[config.mk]
export PLATFORM = sky130hd
export DESIGN_NAME = multicycle_ctrl_flat
export DESIGN_NICKNAME = d
export VERILOG_FILES = /design/src/rtl/cpu_ctrl_pkg.sv /design/src/rtl/multicycle_ctrl_if.sv /design/src/rtl/mc_opcode_decode.sv /design/src/rtl/multicycle_ctrl.sv /design/src/flat_wrapper.sv
export SDC_FILE = /design/constraint.sdc
export NUM_CORES = 1
export LEC_CHECK = 0
export CORE_UTILIZATION = 44
export CTS_BUF_LIST = sky130_fd_sc_hd__clkbuf_16
export CTS_CLUSTER_DIAMETER = 60
export DETAILED_ROUTE_END_ITERATION = 8
export GPL_TIMING_DRIVEN = 0
export PLACE_DENSITY = 0.82
export SYNTH_ARGS = -nofsm -noshare
export SYNTH_HDL_FRONTEND = slang
export SYNTH_SLANG_ARGS = --single-unit
[constraint.sdc]
create_clock -name CLK -period 1.7 [get_ports CLK]
set_clock_uncertainty 0.05 [all_clocks]
set_input_delay 0.34 -clock CLK [delete_from_list [all_inputs] [get_ports CLK]]
set_output_delay 0.34 -clock CLK [all_outputs]
set_load 0.005 [all_outputs]
[src/rtl/cpu_ctrl_pkg.sv]
// Shared types and encodings for the multi-cycle CPU control path.
// The state encoding is visible on the debug port, so its values are fixed.
package cpu_ctrl_pkg;

  typedef enum logic [2:0] {
    ST_FETCH  = 3'd0,
    ST_DECODE = 3'd1,
    ST_EXEC   = 3'd2,
    ST_MEM    = 3'd3,
    ST_WB     = 3'd4,
    ST_BRANCH = 3'd5,
    ST_JUMP   = 3'd6,
    ST_HALT   = 3'd7
  } state_t;

  localparam logic [3:0] OP_ADD  = 4'h0;
  localparam logic [3:0] OP_SUB  = 4'h1;
  localparam logic [3:0] OP_AND  = 4'h2;
  localparam logic [3:0] OP_OR   = 4'h3;
  localparam logic [3:0] OP_SLT  = 4'h4;
  localparam logic [3:0] OP_ADDI = 4'h5;
  localparam logic [3:0] OP_LW   = 4'h6;
  localparam logic [3:0] OP_SW   = 4'h7;
  localparam logic [3:0] OP_BEQ  = 4'h8;
  localparam logic [3:0] OP_BNE  = 4'h9;
  localparam logic [3:0] OP_J    = 4'hA;
  localparam logic [3:0] OP_HALT = 4'hB;

  localparam logic [2:0] ALU_ADD = 3'd0;
  localparam logic [2:0] ALU_SUB = 3'd1;
  localparam logic [2:0] ALU_AND = 3'd2;
  localparam logic [2:0] ALU_OR  = 3'd3;
  localparam logic [2:0] ALU_SLT = 3'd4;

  localparam logic [1:0] PCS_INC    = 2'b00;
  localparam logic [1:0] PCS_BRANCH = 2'b01;
  localparam logic [1:0] PCS_JUMP   = 2'b10;

  localparam logic [1:0] SRCB_REG = 2'b00;
  localparam logic [1:0] SRCB_ONE = 2'b01;
  localparam logic [1:0] SRCB_IMM = 2'b10;

  typedef struct packed {
    logic       is_rtype;
    logic       is_addi;
    logic       is_lw;
    logic       is_sw;
    logic       is_br;
    logic       is_bne;
    logic       is_j;
    logic       is_halt;
    logic       is_illegal;
    logic [2:0] alu_op;
  } dec_t;

  typedef struct packed {
    logic       pc_write;
    logic [1:0] pc_src;
    logic       ir_write;
    logic       iord;
    logic       mem_read;
    logic       mem_write;
    logic       reg_write;
    logic       reg_dst;
    logic       mem_to_reg;
    logic       alu_src_a;
    logic [1:0] alu_src_b;
    logic [2:0] alu_op;
  } ctrl_t;

endpackage

[src/rtl/multicycle_ctrl_if.sv]
// Controller <-> datapath bundle: IR opcode, ALU flag, memory handshake and all strobes/mux selects.
interface multicycle_ctrl_if;

  logic [3:0] op;
  logic       zero;
  logic       mem_ready;
  logic       pc_write;
  logic [1:0] pc_src;
  logic       ir_write;
  logic       iord;
  logic       mem_read;
  logic       mem_write;
  logic       reg_write;
  logic       reg_dst;
  logic       mem_to_reg;
  logic       alu_src_a;
  logic [1:0] alu_src_b;
  logic [2:0] alu_op;

  modport master (
    input  op, zero, mem_ready,
    output pc_write, pc_src, ir_write, iord, mem_read, mem_write,
           reg_write, reg_dst, mem_to_reg, alu_src_a, alu_src_b, alu_op
  );

  modport slave (
    output op, zero, mem_ready,
    input  pc_write, pc_src, ir_write, iord, mem_read, mem_write,
           reg_write, reg_dst, mem_to_reg, alu_src_a, alu_src_b, alu_op
  );

endinterface

[src/rtl/mc_opcode_decode.sv]
// Combinational opcode classifier; also selects the ALU function used by R-type execution.
module mc_opcode_decode
  import cpu_ctrl_pkg::*;
(
  input  logic [3:0] op,
  output dec_t       dec
);

  always_comb begin
    dec        = '0;
    dec.alu_op = ALU_ADD;
    case (op)
      OP_ADD:  dec.is_rtype = 1'b1;
      OP_SUB: begin
        dec.is_rtype = 1'b1;
        dec.alu_op   = ALU_SUB;
      end
      OP_AND: begin
        dec.is_rtype = 1'b1;
        dec.alu_op   = ALU_AND;
      end
      OP_OR: begin
        dec.is_rtype = 1'b1;
        dec.alu_op   = ALU_OR;
      end
      OP_SLT: begin
        dec.is_rtype = 1'b1;
        dec.alu_op   = ALU_SLT;
      end
      OP_ADDI: dec.is_addi = 1'b1;
      OP_LW:   dec.is_lw   = 1'b1;
      OP_SW:   dec.is_sw   = 1'b1;
      OP_BEQ:  dec.is_br   = 1'b1;
      OP_BNE: begin
        dec.is_br  = 1'b1;
        dec.is_bne = 1'b1;
      end
      OP_J:    dec.is_j    = 1'b1;
      OP_HALT: dec.is_halt = 1'b1;
      default: dec.is_illegal = 1'b1;
    endcase
  end

endmodule

[src/rtl/multicycle_ctrl.sv]
// Multi-cycle CPU control FSM: sequences fetch/decode/execute, waits on mem_ready with a timeout,
// counts retired instructions and keeps sticky halt/illegal/bus-error flags.
module multicycle_ctrl
  import cpu_ctrl_pkg::*;
#(
  parameter int MEM_TIMEOUT = 15,
  parameter int CNT_W       = 16
) (
  input  logic                 CLK,
  input  logic                 RESET,
  multicycle_ctrl_if.master    bus,
  output logic [2:0]           state,
  output logic                 halted,
  output logic                 illegal,
  output logic                 bus_err,
  output logic [CNT_W-1:0]     instr_count
);

  localparam logic [7:0]       TO_LAST = 8'(MEM_TIMEOUT - 1);
  localparam logic [CNT_W-1:0] CNT_ONE = {{(CNT_W-1){1'b0}}, 1'b1};

  state_t     cur_st;
  state_t     nxt_st;
  logic [7:0] wait_cnt;
  dec_t       dec;
  ctrl_t      ctl;
  ctrl_t      ctl_o;
  logic       mem_state;
  logic       timeout;
  logic       retire;
  logic       set_illegal;

  mc_opcode_decode u_dec (
    .op  (bus.op),
    .dec (dec)
  );

  always_comb begin
    nxt_st      = cur_st;
    ctl         = '0;
    ctl.alu_op  = ALU_ADD;
    retire      = 1'b0;
    set_illegal = 1'b0;
    mem_state   = (cur_st == ST_FETCH) || (cur_st == ST_MEM);
    // Timeout fires on the cycle that would make the wait count reach MEM_TIMEOUT.
    timeout     = mem_state && !bus.mem_ready && (wait_cnt == TO_LAST);

    case (cur_st)
      ST_FETCH: begin
        ctl.mem_read  = 1'b1;
        ctl.alu_src_b = SRCB_ONE;
        if (bus.mem_ready) begin
          ctl.ir_write = 1'b1;
          ctl.pc_write = 1'b1;
          ctl.pc_src   = PCS_INC;
          nxt_st       = ST_DECODE;
        end else if (timeout) begin
          nxt_st = ST_HALT;
        end
      end

      ST_DECODE: begin
        ctl.alu_src_b = SRCB_IMM;
        if (dec.is_illegal) begin
          set_illegal = 1'b1;
          nxt_st      = ST_FETCH;
        end else if (dec.is_halt) begin
          retire = 1'b1;
          nxt_st = ST_HALT;
        end else if (dec.is_br) begin
          nxt_st = ST_BRANCH;
        end else if (dec.is_j) begin
          nxt_st = ST_JUMP;
        end else begin
          nxt_st = ST_EXEC;
        end
      end

      ST_EXEC: begin
        ctl.alu_src_a = 1'b1;
        if (dec.is_rtype) begin
          ctl.alu_src_b = SRCB_REG;
          ctl.alu_op    = dec.alu_op;
          nxt_st        = ST_WB;
        end else begin
          ctl.alu_src_b = SRCB_IMM;
          nxt_st        = dec.is_addi ? ST_WB : ST_MEM;
        end
      end

      ST_MEM: begin
        ctl.iord      = 1'b1;
        ctl.mem_read  = dec.is_lw;
        ctl.mem_write = dec.is_sw;
        if (bus.mem_ready) begin
          if (dec.is_lw) begin
            nxt_st = ST_WB;
          end else begin
            retire = 1'b1;
            nxt_st = ST_FETCH;
          end
        end else if (timeout) begin
          nxt_st = ST_HALT;
        end
      end

      ST_WB: begin
        ctl.reg_write  = 1'b1;
        ctl.reg_dst    = dec.is_rtype;
        ctl.mem_to_reg = dec.is_lw;
        retire         = 1'b1;
        nxt_st         = ST_FETCH;
      end

      ST_BRANCH: begin
        ctl.alu_src_a = 1'b1;
        ctl.alu_src_b = SRCB_REG;
        ctl.alu_op    = ALU_SUB;
        ctl.pc_src    = PCS_BRANCH;
        ctl.pc_write  = dec.is_bne ? !bus.zero : bus.zero;
        retire        = 1'b1;
        nxt_st        = ST_FETCH;
      end

      ST_JUMP: begin
        ctl.pc_write = 1'b1;
        ctl.pc_src   = PCS_JUMP;
        retire       = 1'b1;
        nxt_st       = ST_FETCH;
      end

      ST_HALT: nxt_st = ST_HALT;

      default: nxt_st = ST_FETCH;
    endcase
  end

  always_ff @(posedge CLK or negedge RESET) begin
    if (!RESET) begin
      cur_st      <= ST_FETCH;
      wait_cnt    <= 8'd0;
      instr_count <= '0;
      halted      <= 1'b0;
      illegal     <= 1'b0;
      bus_err     <= 1'b0;
    end else begin
      cur_st <= nxt_st;

      if ((nxt_st != cur_st) && ((nxt_st == ST_FETCH) || (nxt_st == ST_MEM))) begin
        wait_cnt <= 8'd0;
      end else if (mem_state && !bus.mem_ready) begin
        wait_cnt <= wait_cnt + 8'd1;
      end

      if (retire) begin
        instr_count <= instr_count + CNT_ONE;
      end
      if (set_illegal) begin
        illegal <= 1'b1;
      end
      if (nxt_st == ST_HALT) begin
        halted <= 1'b1;
      end
      if (timeout) begin
        bus_err <= 1'b1;
      end
    end
  end

  // Strobes are forced low while reset is held so a pending write cannot survive into reset.
  assign ctl_o = RESET ? ctl : '0;

  assign bus.pc_write   = ctl_o.pc_write;
  assign bus.pc_src     = ctl_o.pc_src;
  assign bus.ir_write   = ctl_o.ir_write;
  assign bus.iord       = ctl_o.iord;
  assign bus.mem_read   = ctl_o.mem_read;
  assign bus.mem_write  = ctl_o.mem_write;
  assign bus.reg_write  = ctl_o.reg_write;
  assign bus.reg_dst    = ctl_o.reg_dst;
  assign bus.mem_to_reg = ctl_o.mem_to_reg;
  assign bus.alu_src_a  = ctl_o.alu_src_a;
  assign bus.alu_src_b  = ctl_o.alu_src_b;
  assign bus.alu_op     = ctl_o.alu_op;

  assign state = cur_st;

endmodule
[src/flat_wrapper.sv]
// flat-port wrapper written by rule: the top's interface ports become plain ports
module multicycle_ctrl_flat import cpu_ctrl_pkg::*;
#(
  parameter int MEM_TIMEOUT = 15,
  parameter int CNT_W       = 16
)
  (CLK, RESET, state, halted, illegal, bus_err, instr_count, bus_op, bus_zero, bus_mem_ready, bus_pc_write, bus_pc_src, bus_ir_write, bus_iord, bus_mem_read, bus_mem_write, bus_reg_write, bus_reg_dst, bus_mem_to_reg, bus_alu_src_a, bus_alu_src_b, bus_alu_op);
  multicycle_ctrl_if bus_i ();
  input  logic CLK;
  input  logic RESET;
  output logic [2:0] state;
  output logic halted;
  output logic illegal;
  output logic bus_err;
  output logic [CNT_W-1:0] instr_count;
  input wire logic [$bits(bus_i.op)-1:0] bus_op;
  input wire logic [$bits(bus_i.zero)-1:0] bus_zero;
  input wire logic [$bits(bus_i.mem_ready)-1:0] bus_mem_ready;
  output wire logic [$bits(bus_i.pc_write)-1:0] bus_pc_write;
  output wire logic [$bits(bus_i.pc_src)-1:0] bus_pc_src;
  output wire logic [$bits(bus_i.ir_write)-1:0] bus_ir_write;
  output wire logic [$bits(bus_i.iord)-1:0] bus_iord;
  output wire logic [$bits(bus_i.mem_read)-1:0] bus_mem_read;
  output wire logic [$bits(bus_i.mem_write)-1:0] bus_mem_write;
  output wire logic [$bits(bus_i.reg_write)-1:0] bus_reg_write;
  output wire logic [$bits(bus_i.reg_dst)-1:0] bus_reg_dst;
  output wire logic [$bits(bus_i.mem_to_reg)-1:0] bus_mem_to_reg;
  output wire logic [$bits(bus_i.alu_src_a)-1:0] bus_alu_src_a;
  output wire logic [$bits(bus_i.alu_src_b)-1:0] bus_alu_src_b;
  output wire logic [$bits(bus_i.alu_op)-1:0] bus_alu_op;
  assign bus_i.op = bus_op;
  assign bus_i.zero = bus_zero;
  assign bus_i.mem_ready = bus_mem_ready;
  assign bus_pc_write = bus_i.pc_write;
  assign bus_pc_src = bus_i.pc_src;
  assign bus_ir_write = bus_i.ir_write;
  assign bus_iord = bus_i.iord;
  assign bus_mem_read = bus_i.mem_read;
  assign bus_mem_write = bus_i.mem_write;
  assign bus_reg_write = bus_i.reg_write;
  assign bus_reg_dst = bus_i.reg_dst;
  assign bus_mem_to_reg = bus_i.mem_to_reg;
  assign bus_alu_src_a = bus_i.alu_src_a;
  assign bus_alu_src_b = bus_i.alu_src_b;
  assign bus_alu_op = bus_i.alu_op;
  multicycle_ctrl #(.MEM_TIMEOUT(MEM_TIMEOUT), .CNT_W(CNT_W)) u_core (.CLK(CLK), .RESET(RESET), .bus(bus_i), .state(state), .halted(halted), .illegal(illegal), .bus_err(bus_err), .instr_count(instr_count));
endmodule
==> results of run 1 <==
[path summary, 6_finish.rpt]
path	from	end	slack, ns	cells after the start
max	u_core.state[1]$_DFF_PN0_	u_core.instr_count[14]$_DFFE_PN0P_	-0.42	8
min in group CLK	u_core.bus_err$_DFFE_PN0P_	u_core.bus_err$_DFFE_PN0P_	0.42	1
min	RESET	u_core.halted$_DFFE_PN0N_	0.08	2
min reg2reg	u_core.bus_err$_DFFE_PN0P_	u_core.bus_err$_DFFE_PN0P_	0.42	1
max in group asynchronous	RESET	u_core.instr_count[10]$_DFFE_PN0P_	1.34	2
max reg2reg	u_core.state[1]$_DFF_PN0_	u_core.instr_count[14]$_DFFE_PN0P_	-0.42	8
[state kept, by name (all words and copies together) (netlist names)]
signal,cells
u_core.instr_count,16
u_core.state,3
u_core.wait_cnt,8
u_core.bus_err,1
u_core.halted,1
u_core.illegal,1
[metrics by stage]
stage | instance area, sq um | TNS, ns
2_1_floorplan | 1820 | 0
3_3_place_gp | 2330 | -58.03
3_5_place_dp | 2330 | -28.39
4_1_cts | 3060 | -7.89
5_1_grt | 3330 | -13.98
6_report | 3330 | -11.53
[worst max-delay path: stages, from the launching register on]
cell and delay (ns):
sky130_fd_sc_hd__dfrtp_2 0.42, sky130_fd_sc_hd__buf_6 0.12, sky130_fd_sc_hd__buf_6 0.11, sky130_fd_sc_hd__nand4bb_4 0.24
sky130_fd_sc_hd__or3_4 0.43, sky130_fd_sc_hd__a21boi_4 0.24, sky130_fd_sc_hd__buf_4 0.16, sky130_fd_sc_hd__nand3_1 0.08
sky130_fd_sc_hd__xnor2_1 0.15
[cells in the final DEF (no fill, tap or decap), types with 5 or more instances in the layout]
master | netlist | layout
sky130_fd_sc_hd__a21oi_1 | 12 | 8
sky130_fd_sc_hd__clkdlybuf4s50_1 | 0 | 21
sky130_fd_sc_hd__and3_1 | 8 | 6
sky130_fd_sc_hd__clkbuf_16 | 0 | 5
sky130_fd_sc_hd__nand4_1 | 10 | 10
sky130_fd_sc_hd__dfrtp_1 | 30 | 26
sky130_fd_sc_hd__xor2_1 | 9 | 9
sky130_fd_sc_hd__buf_6 | 0 | 23
sky130_fd_sc_hd__nor2_1 | 8 | 6
sky130_fd_sc_hd__xnor2_1 | 14 | 13
sky130_fd_sc_hd__nand2_1 | 13 | 9
sky130_fd_sc_hd__buf_2 | 4 | 11
sky130_fd_sc_hd__buf_4 | 0 | 35
sky130_fd_sc_hd__nand3_2 | 0 | 6
[logic make-up (layout without fill, tap and decap cells)]
group / count (synthesis) / after routing / synth area share [%]
buf+inv: 13 / 119 / 2.97
compound gates: 37 / 37 / 16.0
flops: 30 / 30 / 41.4
mux: 2 / 2 / 1.17
xor+xnor: 23 / 23 / 11.1
simple gates: 78 / 78 / 25.3
fa+ha+maj: 3 / 3 / 2.07
[metal layers]
layer / share of wire [%] / wire length, microns / track usage (%) / up-vias
met5: 0 / 0 / 0 / -
met4: 4.9 / 358 / 25.5 / 0
met3: 6.2 / 454 / 5.52 / 40
met2: 50 / 3670 / 50.8 / 133
met1: 39 / 2860 / 37.6 / 1037
li1: - / - / - / 888
[cells in the mapped netlist, types with 2 or more instances]
master,count,area share (%)
sky130_fd_sc_hd__dfrtp_1,30,41
sky130_fd_sc_hd__and3_1,8,2.8
sky130_fd_sc_hd__inv_1,7,1.5
sky130_fd_sc_hd__nor4_1,2,0.69
sky130_fd_sc_hd__nand4bb_1,2,1.2
sky130_fd_sc_hd__nor2b_1,4,1.4
sky130_fd_sc_hd__xor2_1,9,4.4
sky130_fd_sc_hd__o21ai_0,2,0.55
sky130_fd_sc_hd__xnor2_1,14,6.8
sky130_fd_sc_hd__nor3_1,3,0.83
sky130_fd_sc_hd__a21oi_1,12,3.3
sky130_fd_sc_hd__o21bai_1,2,0.83
sky130_fd_sc_hd__a31oi_1,3,1.0
sky130_fd_sc_hd__nand2b_1,5,1.7
sky130_fd_sc_hd__clkbuf_1,2,0.41
sky130_fd_sc_hd__and2_1,2,0.69
sky130_fd_sc_hd__nand2_1,13,2.7
sky130_fd_sc_hd__a21o_1,2,0.83
sky130_fd_sc_hd__ha_1,3,2.1
sky130_fd_sc_hd__nand4_1,10,3.5
sky130_fd_sc_hd__nand3_1,12,3.3
sky130_fd_sc_hd__nor2_1,8,1.7
sky130_fd_sc_hd__buf_2,4,1.1
sky130_fd_sc_hd__or3_1,2,0.69
sky130_fd_sc_hd__o21ai_1,2,0.55
[what timing repair did]
item | 4_1_cts | 5_1_grt
pin swaps | 19 | 21
hold endpoints to repair | 30 | 0
gates cloned | 1 | 0
hold buffers | 1 | 0
setup buffers | 42 | 12
resized for setup | 129 | 50
endpoints found under the setup margin | 44 | 47
[power breakdown]
part	switching, mW	internal [mW]	leakage, nW	total, mW
Sequential	0.192	0.863	0.392	1.06
Combinational	1.26	1.37	1.00	2.63
Clock	0.309	0.833	0.0915	1.14
[cell type report]
type	count	share of cell area, %
clock buffers	5	3.76
multi-input cells	143	39.8
well taps	48	1.80
repair buffers	99	26.8
clock inverters	3	1.92
flip-flops and latches	30	22.7
plain buffers	5	1.95
inverters	7	1.17
==> results summary, run 1 <==
The run finished, with violations left. The final reports fail on setup timing. Hold is met by 0.0811 ns. The critical-path maximum fanout came out at 4. At the pin with the least slew margin, the transition time is around 0.78 ns. The initial antenna violation count was 0. The post-placement setup slack came out at -0.961 ns. The total inserted antenna cells is 0. The mean number of vias per cell came out at about 6.2. The post-CTS clock slew at the launch and capture registers of the worst setup and hold paths is 0.05 ns. The first global-routing pass estimated 9.98 mm of wire.

The post-layout total power came out at about 4.8 mW. The layout filler cell count is 153. The global placer's final weighted congestion came out at 0.908.

The initial cell density of the core came out at 47.7%. Once detail routing completed, the nets flagged for antenna violations numbered 0. The overall overflow remaining after global route came out at 0. The max-slew headroom at the worst pin is 47.3%. The die is 66.2 microns wide. The sequential area share after synthesis came out at 41.4%.

The post-synthesis net count came out at 197. After synthesis, the share of flip-flops with an asynchronous set or reset is between 90% and 100%. The post-synthesis to final-layout area growth came out at 83.7%. For this run, the total global-route usage over all layers was measured as a little under a third. The number of buffer cells added on primary ports is 45. The H-tree depth came out at 2. The number of placed instances, taps included came out at 279. The multi-input combinational cells in the finished layout cover a total of 1330 sq um. Once layout is complete, the utilization of the core stands at around 88%. The die span in y is 66.2 microns.

The kind of critical path is reg2reg. The via count of the first global-routing pass came out at between 1500 and 2000. The pin count of the biggest net entering global routing is 31. The total number of vias is about 2100. The data arrival time of the critical path came out at 2.23 ns.

For this design the ratio of total power to cell area is between 1000 and 1500 nW/um^2. The total number of placement rows came out at 22. In this run the worst hold path is classified as in2async. The remaining routing DRC violations came out at 0.

The detail-routed net length per standard cell came out at 21.6 microns. The number of top-level pins is 46. The floorplan die area came out at 4380 sq um. The most instantiated flip-flop cell in the synthesis netlist is sky130_fd_sc_hd__dfrtp_1. The count of endpoints failing hold in the final timing report came out at 0. The maximum buffer depth of the clock tree came out at 2. For this run, the detailed router's first-pass iteration total came to 4. The number of enable-type register cells in the synthesized netlist came out at 0. The number of warning messages in the yosys log is 0. TritonCTS built the clock tree. The final setup slack of the worst path is -0.422 ns. The total half-perimeter wirelength after legalization and detailed placement is about 3.2 mm. In the synthesized netlist, the number of instances is 186. STA classifies the critical path startpoint as a register. The type of element capturing the critical path is a register. The tool flagged a number of max-cap violations equal to 0. Leaving out filler cells and counting taps, the final layout contains between 300 and 400. For this block, the initial DRC count from the detailed router was ~170.

The average size of a mapped cell came out at 9.74 sq um. Clock latency on the worst-skew pair, taken at its later pin, is 0.28 ns. Setup repair after global routing could not meet its margin everywhere. The number of buffers added by the clock tree synthesis step came out at 5.

Of the available clock period, the critical path in the final layout requires 125%. Counting every sink on the clock net gives 30. The placeable core area came out at 3800 sq um. The routed wire length came out at 7.35 mm.

Static timing analysis puts the maximum clock frequency at 0.471 GHz. The worst IR drop on VDD is 1.10 mV. The share of final-layout standard cells stronger than drive strength 1 is between 40% and 50%. The post-synthesis cell area came out at 1810 sq um. The cell sitting at the root of the clock tree is a sky130_fd_sc_hd__clkbuf_16. After the last flow step, the layout net total stands at 302. The count of cell types in the netlist is 48. The number of pins with negative max-slew slack in the final report came out at 0. For the worst setup path, the data required time is 1.81 ns. Setup violations remaining at the end of the flow were counted as 45.

The area used by sequential logic in the layout is 756 sq um. In this run, synthesis produced a sequential element count of 30. The final critical-path required period came out at 2.12 ns. For this design the static power due to leakage is 1.49 nW.
Power figures use the tool's default switching activity.
==> run 2, diff against run 1 <==
PLACE_DENSITY = 0.8   (was 0.82)
==> run 2 against run 1 <==
Effect of this change:
- the flow still finishes with violations (setup timing)
- sequential power hardly changed
- sequential share of layout area is 0.074 points higher
- clock power is 24% lower
- first-iteration DRC count is 5.4% lower
- largest cell class unchanged
==> results summary, run 2 (same netlist as run 1, synthesis figures left out) <==
The count of endpoints failing hold in the final timing report was 0 (unchanged). The post-CTS clock slew at the launch and capture registers of the worst setup and hold paths came to 0.06 ns (about the same). The global routing usage summed across all routing layers came to 32.1% (+0.27 points). The flow ran to the end, but the final reports show violations. The floorplan die area is 4380 sq um (unchanged). The clock tree from TritonCTS is done. The detail-routed net length per standard cell is 23.4 microns (+8.1%).

The final setup slack of the worst path came out at -0.478 ns (-0.0564 ns). The met1 routed wirelength after detailed routing came out at 3.08 mm (+7.5%). The pin count of the biggest net entering global routing came out at 31 (unchanged). The most frequent standard cell in the layout excluding fill and tap cells is sky130_fd_sc_hd__buf_4. The iteration count of the initial detailed-routing pass is 5 (+1). The max-slew headroom at the worst pin came to 49.0% (+1.8 points). The total number of placement rows came out at 22 (unchanged).

The global placer's final weighted congestion came out at 0.915 (+0.79%). In this run the worst setup path begins at u_core.state[1]$_DFF_PN0_. The data arrival time of the critical path is 2.31 ns (+0.08 ns). The H-tree depth came out at 2 (unchanged).

The share of final-layout standard cells stronger than drive strength 1 came out at 49.8% (+0.86 points). The number of pins with negative max-slew slack in the final report is 0 (unchanged). The initial cell density of the core came out at 47.7% (unchanged). The placeable core area is 3800 sq um (unchanged).

Counting stages on the worst path, the most repeated cell is sky130_fd_sc_hd__buf_4. The die span in x is 66.2 microns (unchanged). The number of buffers added by the clock tree synthesis step came to 5 (unchanged). The post-placement setup slack came to -0.992 ns (-0.0311 ns). The type of element launching the critical path is a register. The overall overflow remaining after global route is 0 (unchanged). The final critical-path required period was 2.18 ns (+0.0564 ns).

The max-capacitance violation count was 0 (unchanged). The final clock period utilization by the worst path is 128% (+3.3 points). The maximum buffer depth of the clock tree was 2 (unchanged). The transition at the pin with the smallest max-transition slack came out at 0.757 ns (-0.0265 ns). The mean number of vias per cell came to 6.34 (+2.7%). The critical path data required time came out at 1.83 ns (+0.02 ns). The remaining routing DRC violations was 0 (unchanged). The DRC violation total after the first TritonRoute iteration came to 158 (-5.4%). The number of top-level pins came out at 46 (unchanged).

The worst register-to-register path ends at u_core.instr_count[12]$_DFFE_PN0P_. The flip-flop count of the largest register after layout is 16 (unchanged). Ranked by flip-flop count, first place goes to u_core.instr_count.

The longest individual stage delay on the worst path came out at 0.42 ns (about the same). The routed wire length is 8.02 mm (+9.0%). The met3 wire length is 571 microns (+26%). The number of buffer cells added on primary ports came out at 45 (unchanged).

The kind of critical path is reg2reg. The total half-perimeter wirelength after legalization and detailed placement is 3.04 mm (-3.6%). The clock insertion delay at the later pin of the skew report came out at 0.28 ns (about the same). The wire length on met2 is 3.95 mm (+7.4%). The signal on the critical path passes through buf_4, buf_4, buf_4, a21boi_1, a41oi_4, a21boi_4, nand4_1, xnor2_1.

The die span in y came out at 66.2 microns (unchanged). In the layout the commonest cells are sky130_fd_sc_hd__buf_4 (39), sky130_fd_sc_hd__dfrtp_1 (27), sky130_fd_sc_hd__buf_6 (24), sky130_fd_sc_hd__clkdlybuf4s50_1 (20), sky130_fd_sc_hd__xnor2_1 (13). The setup slack on the worst flop-to-flop path came out at -0.48 ns (-0.06 ns).

The cell area after layout is 3310 sq um (-0.49%). The total inserted antenna cells is 0 (unchanged). The total number of vias is 2173 (+3.6%). The final number of setup-violating endpoints is 45 (unchanged). The upper clock frequency limit is 0.459 GHz (-2.6%). The leakage power total came out at 1.48 nW (-0.32%). The wire length of the first global-routing pass came out at 10.1 mm (+1.5%). The power per unit of standard cell area came out at 1450 nW/um^2 (+0.15%).

The worst setup path is captured at a register. In this run the clock root is driven by a sky130_fd_sc_hd__clkbuf_16. The checks that failed: setup timing. Among all stages on the critical path, the largest delay is contributed by sky130_fd_sc_hd__dfrtp_2.

From synthesis to final layout, the design area changed by 82.8%. The clock sink count came out at 30 (unchanged). Setup repair after global routing could not meet its margin everywhere. The layout filler cell count is 159 (+3.9%).

The most critical setup path has its endpoint at u_core.instr_count[12]$_DFFE_PN0P_. The count of cells along the worst register-to-register path was 8 (unchanged). The top layer reached by signal wires is met4. The number of nets with antenna violations after routing is 0 (unchanged).

The final net count is 305 (+0.99%). The worst IR drop on VDD came to 1.10 mV (+0.15%). The post-layout total power is 4.81 mW (-0.34%). The critical-path maximum fanout was 7 (+3). The worst register-to-register path begins at u_core.state[1]$_DFF_PN0_.

The initial antenna violation count came out at 0 (unchanged). The via count of the first global-routing pass came out at 2001 (+0.86%). The cell area after placement is 2330 sq um (unchanged). The worst hold slack came to 0.0734 ns (-0.00775 ns). The class of the tightest hold or removal check is in2async.
## run 2: cell count changes in the layout (fill, tap and decap cells not counted), moves of 2 or more
cell and change:
sky130_fd_sc_hd__bufinv_16 -2, sky130_fd_sc_hd__nand3_1 +4, sky130_fd_sc_hd__buf_8 +2, sky130_fd_sc_hd__buf_4 +4
sky130_fd_sc_hd__clkbuf_2 -2, sky130_fd_sc_hd__nand3_2 -3
## run 2: metrics by stage
step	util [%]	std cells	setup TNS [ns]
floorplan	-	186	0
global placement	61.5	279	-57.38
detailed placement	61.3	279	-29.02
CTS	79.8	326	-6.00
global route	87.2	343	-15.21
finish	87.2	343	-12.92
## run 2: layout make-up
type / count / area (sq um) / share of cell area [%]
Sequential cell: 30 / 754 / 22.8
Timing Repair Buffer: 101 / 912 / 27.5
Clock inverter: 3 / 16.3 / 0.491
Multi-Input combinational cell: 143 / 1330 / 40.2
Buffer: 6 / 80.1 / 2.42
Tap cell: 48 / 60.1 / 1.81
Clock buffer: 5 / 125 / 3.78
Inverter: 7 / 33.8 / 1.02
## run 2: repair_timing
item | in CTS | in global routing
cloned | 0 | 0
pin swaps | 24 | 29
hold buffers | 1 | 0
setup buffers | 38 | 18
gates resized for setup | 142 | 37
endpoints found under the hold margin | 30 | 0
setup endpoints to repair | 44 | 47
## run 2: where the power goes
group	internal [mW]	total, mW	switching, mW	leakage, nW
logic	1.51	2.89	1.38	1.02
clock network	0.533	0.864	0.330	0.0672
registers	0.864	1.05	0.189	0.394
total	2.91	4.81	1.90	1.48
## run 2: worst max-delay path, delay by kind of cell, from the launching register on
family / cells / cell delay [ns]
simple gates: 1 / 0.17
xor+xnor: 1 / 0.25
flops: 1 / 0.42
compound gates: 3 / 0.75
buf+inv: 3 / 0.43
## run 2: worst min path at each step
stage                     cells after the start                                end                        from
after global placement                        1         u_core.bus_err$_DFFE_PN0P_  u_core.bus_err$_DFFE_PN0P_
after global routing                          2     u_core.wait_cnt[1]$_DFFE_PN0P_                       RESET
after floorplan                               0         u_core.bus_err$_DFFE_PN0P_                       RESET
final                                         2          u_core.halted$_DFFE_PN0N_                       RESET
after CTS                                     2  u_core.instr_count[5]$_DFFE_PN0P_                       RESET
after detailed placement                      1     u_core.wait_cnt[0]$_DFFE_PN0P_                       RESET
## run 2: metal layers
metal  GRT usage [%]  vias up
li1                -      896
met1            36.3     1069
met2            53.1      165
met3            7.76       43
met4            22.3        0
met5               0        -
==> run 3, diff against run 2 <==
==> constraint.sdc (replaced) <==
create_clock -name CLK -period 1.7 [get_ports CLK]
set_clock_uncertainty 0.05 [all_clocks]
set_input_delay 0.17 -clock CLK [delete_from_list [all_inputs] [get_ports CLK]]
set_output_delay 0.17 -clock CLK [all_outputs]
set_load 0.005 [all_outputs]
==> run 3 against run 2 <==
Effect of this change:
- the run still ends with setup timing left
- via count is 4.6% higher
- hold slack better by 0.34 ns
- total power is 5.7% higher
- sequential share of layout area is 0.41 points lower
- first-iteration DRC count is 100% higher
- global-route usage is 0.34 points lower
- sequential power hardly changed
- critical path type unchanged
- critical endpoint is now u_core.halted$_DFFE_PN0N_
- largest cell class unchanged
- highest routed layer unchanged
==> results summary, run 3 (same netlist as run 1, synthesis figures left out) <==
The end of the worst hold path is u_core.instr_count[15]$_DFFE_PN0P_. The critical path in this run is classified as reg2reg. The clock network fraction of total power came to 16.6% (-1.4 points). The final number of setup-violating endpoints came out at 42 (-6.7%). The startpoint identified for the worst register-to-register timing path is u_core.state[2]$_DFF_PN0_. The critical path data required time is 1.86 ns (+0.03 ns). The post-placement setup slack is -0.658 ns (+0.333 ns). The clock tree from TritonCTS is done. The worst hold slack is 0.418 ns (+0.345 ns). The final setup slack of the worst path came to -0.372 ns (+0.106 ns). The worst min-delay path startpoint is u_core.instr_count[15]$_DFFE_PN0P_. The number of nets with antenna violations after routing came to 0 (unchanged). The DRC violation total after the first TritonRoute iteration is 320 (+100%).

The type of element capturing the critical path is a register. The mean number of vias per cell is 6.50 (+2.6%). The routed wire length is 8.75 mm (+9.2%). The net switching power figure is 2.02 mW (+6.5%). The upper clock frequency limit is 0.483 GHz (+5.1%). The placeable core area is 3800 sq um (unchanged). The data arrival time of the critical path is 2.23 ns (-0.08 ns). The via count of the first global-routing pass is 2058 (+2.8%). The wire length of the first global-routing pass is 10.1 mm (-0.14%). In this run the worst setup path begins at u_core.state[2]$_DFF_PN0_.

The number of top-level pins was 46 (unchanged). The internal power contribution came to 3.06 mW (+5.1%). The checks that failed: setup timing.

The H-tree depth is 2 (unchanged). The initial cell density of the core came out at 47.7% (unchanged). The iteration count of the initial detailed-routing pass is 5 (unchanged). The die span in x came out at 66.2 microns (unchanged). The critical-path maximum fanout came to 6 (-1).

The clock insertion delay at the later pin of the skew report is 0.28 ns (about the same). The max-slew headroom at the worst pin is 54.4% (+5.3 points). The cell area after layout is 3370 sq um (+1.7%). The count of cells along the worst register-to-register path is 10 (+2). The final clock period utilization by the worst path is 122% (-6.2 points). The setup slack on the worst flop-to-flop path came to -0.37 ns (+0.11 ns). In this run the worst hold path is classified as reg2reg.

The number of pins with negative max-slew slack in the final report is 0 (unchanged). The final critical-path required period was 2.07 ns (-0.106 ns). The worst IR drop on VDD is 1.24 mV (+13%). The endpoint of the most critical register-to-register path is u_core.halted$_DFFE_PN0N_.

The flow ran to the end, but the final reports show violations. The share of final-layout standard cells stronger than drive strength 1 is 47.4% (-2.5 points). The power per unit of standard cell area was 1510 nW/um^2 (+3.9%). The count of endpoints failing hold in the final timing report is 0 (unchanged). The root buffer cell chosen for the clock tree is sky130_fd_sc_hd__clkbuf_16. The number of buffers added by the clock tree synthesis step is 5 (unchanged). The max-capacitance violation count is 0 (unchanged). In the layout the commonest cells are sky130_fd_sc_hd__buf_4 (39), sky130_fd_sc_hd__buf_6 (28), sky130_fd_sc_hd__dfrtp_1 (28), sky130_fd_sc_hd__clkdlybuf4s50_1 (25).

The flip-flop count of the largest register after layout was 16 (unchanged). The post-layout total power was 5.08 mW (+5.7%). The post-synthesis to final-layout area growth came out at 85.8%.

The number of cells traversed by the worst hold path is 1. The final net count is 312 (+2.3%). The register name with the most flops is u_core.instr_count.

The detail-routed net length per standard cell is 25.0 microns (+7.0%). The switching power as a share of total power came to 39.7% (+0.31 points). The transition at the pin with the smallest max-transition slack came to 0.684 ns (-0.0735 ns). The initial antenna violation count came out at 0 (unchanged). The number of buffer cells added on primary ports came out at 45 (unchanged). The overall overflow remaining after global route is 0 (unchanged). The total half-perimeter wirelength after legalization and detailed placement is 3.01 mm (-0.99%). The total negative setup slack is -8.60 ns (+4.32 ns). The global routing usage summed across all routing layers is 31.8% (-0.34 points).

The total number of placement rows is 22 (unchanged). The total inserted antenna cells came out at 0 (unchanged). The total number of vias came to 2274 (+4.6%). The die span in y came out at 66.2 microns (unchanged).

The remaining routing DRC violations came out at 0 (unchanged). The clock sink count was 30 (unchanged). The type of element launching the critical path is a register. The global placer's final weighted congestion came out at 0.939 (+2.6%).

The share of power burned in registers is 20.8% (-1.1 points). The share of power burned in combinational logic came to 62.6% (+2.5 points). The pin count of the biggest net entering global routing was 31 (unchanged).

The post-CTS clock slew at the launch and capture registers of the worst setup and hold paths is 0.05 ns (about the same). The cell area after placement is 2330 sq um (about the same). The most frequent standard cell in the layout excluding fill and tap cells is sky130_fd_sc_hd__buf_4. The floorplan die area is 4380 sq um (unchanged).

The leakage power total came to 1.51 nW (+2.2%). Setup repair after global routing could not meet its margin everywhere. The maximum buffer depth of the clock tree is 2 (unchanged).
[run 3: changes by cell type in the layout (fill, tap and decap cells not counted), moves of 2 or more]
cell and delta:
sky130_fd_sc_hd__nor2_1 +2, sky130_fd_sc_hd__nor2_2 -2, sky130_fd_sc_hd__nand3_2 +3, sky130_fd_sc_hd__nand2_1 +2
sky130_fd_sc_hd__buf_8 -2, sky130_fd_sc_hd__buf_6 +4, sky130_fd_sc_hd__clkdlybuf4s15_2 -2, sky130_fd_sc_hd__clkdlybuf4s50_1 +5
sky130_fd_sc_hd__nand2_2 -2, sky130_fd_sc_hd__clkbuf_2 +2, sky130_fd_sc_hd__buf_2 -2, sky130_fd_sc_hd__nand3_1 -2
[run 3: final cells by class]
class	count	area, sq um
inverters	7	31.3
repair buffers	109	996
clock inverters	3	16.3
plain buffers	5	65.1
well taps	48	60.1
fillers	156	432
flip-flops and latches	30	753
clock buffers	5	125
multi-input cells	143	1320
[run 3: critical path: stages, from the launching register on]
cell and delay [ns]:
sky130_fd_sc_hd__dfrtp_1 0.42, sky130_fd_sc_hd__buf_6 0.15, sky130_fd_sc_hd__buf_4 0.12, sky130_fd_sc_hd__nor3_4 0.04, sky130_fd_sc_hd__buf_6 0.11, sky130_fd_sc_hd__buf_4 0.12
sky130_fd_sc_hd__buf_4 0.15, sky130_fd_sc_hd__a31oi_1 0.32, sky130_fd_sc_hd__o21ai_1 0.15, sky130_fd_sc_hd__a21oi_2 0.19, sky130_fd_sc_hd__a31o_1 0.17
[run 3: worst max-delay path by stage]
stage	depth (start not counted)	endpoint
2_1_floorplan	5	u_core.halted$_DFFE_PN0N_
3_3_place_gp	6	bus_alu_op[0]
3_5_place_dp	7	bus_pc_write
4_1_cts	6	u_core.instr_count[12]$_DFFE_PN0P_
5_1_grt	10	u_core.halted$_DFFE_PN0N_
6_report	10	u_core.halted$_DFFE_PN0N_
[run 3: repair_timing]
| item | in CTS | in global routing |
|---|---|---|
| resized for setup | 107 | 56 |
| pin swaps | 25 | 29 |
| hold buffers | 2 | 0 |
| hold endpoints to repair | 30 | 0 |
| setup endpoints to repair | 44 | 42 |
| buffers inserted | 39 | 23 |
[run 3: power groups by stage]
stage                     sequential (mW)  combinational, mW  clock, mW
after floorplan                      1.02              0.777          0
after global placement               1.05               1.32          0
after detailed placement             1.06               1.33          0
after CTS                            1.02               2.15      0.845
after global routing                 1.07               3.26      0.883
final                                1.06               3.18      0.844
[run 3: through the flow]
step,cells,utilization (%)
finish,350,88.6
CTS,328,78.7
detailed placement,279,61.3
floorplan,186,-
global placement,279,61.4
global route,350,88.6
[run 3: layer usage]
metal / wire length, microns / part of all wire (%) / up-vias / GRT usage [%]
li1: - / - / 909 / -
met1: 3190 / 36 / 1090 / 37.5
met2: 4010 / 46 / 211 / 52.0
met3: 859 / 9.8 / 64 / 7.24
met4: 695 / 7.9 / 0 / 19.7
met5: 0 / 0 / - / 0
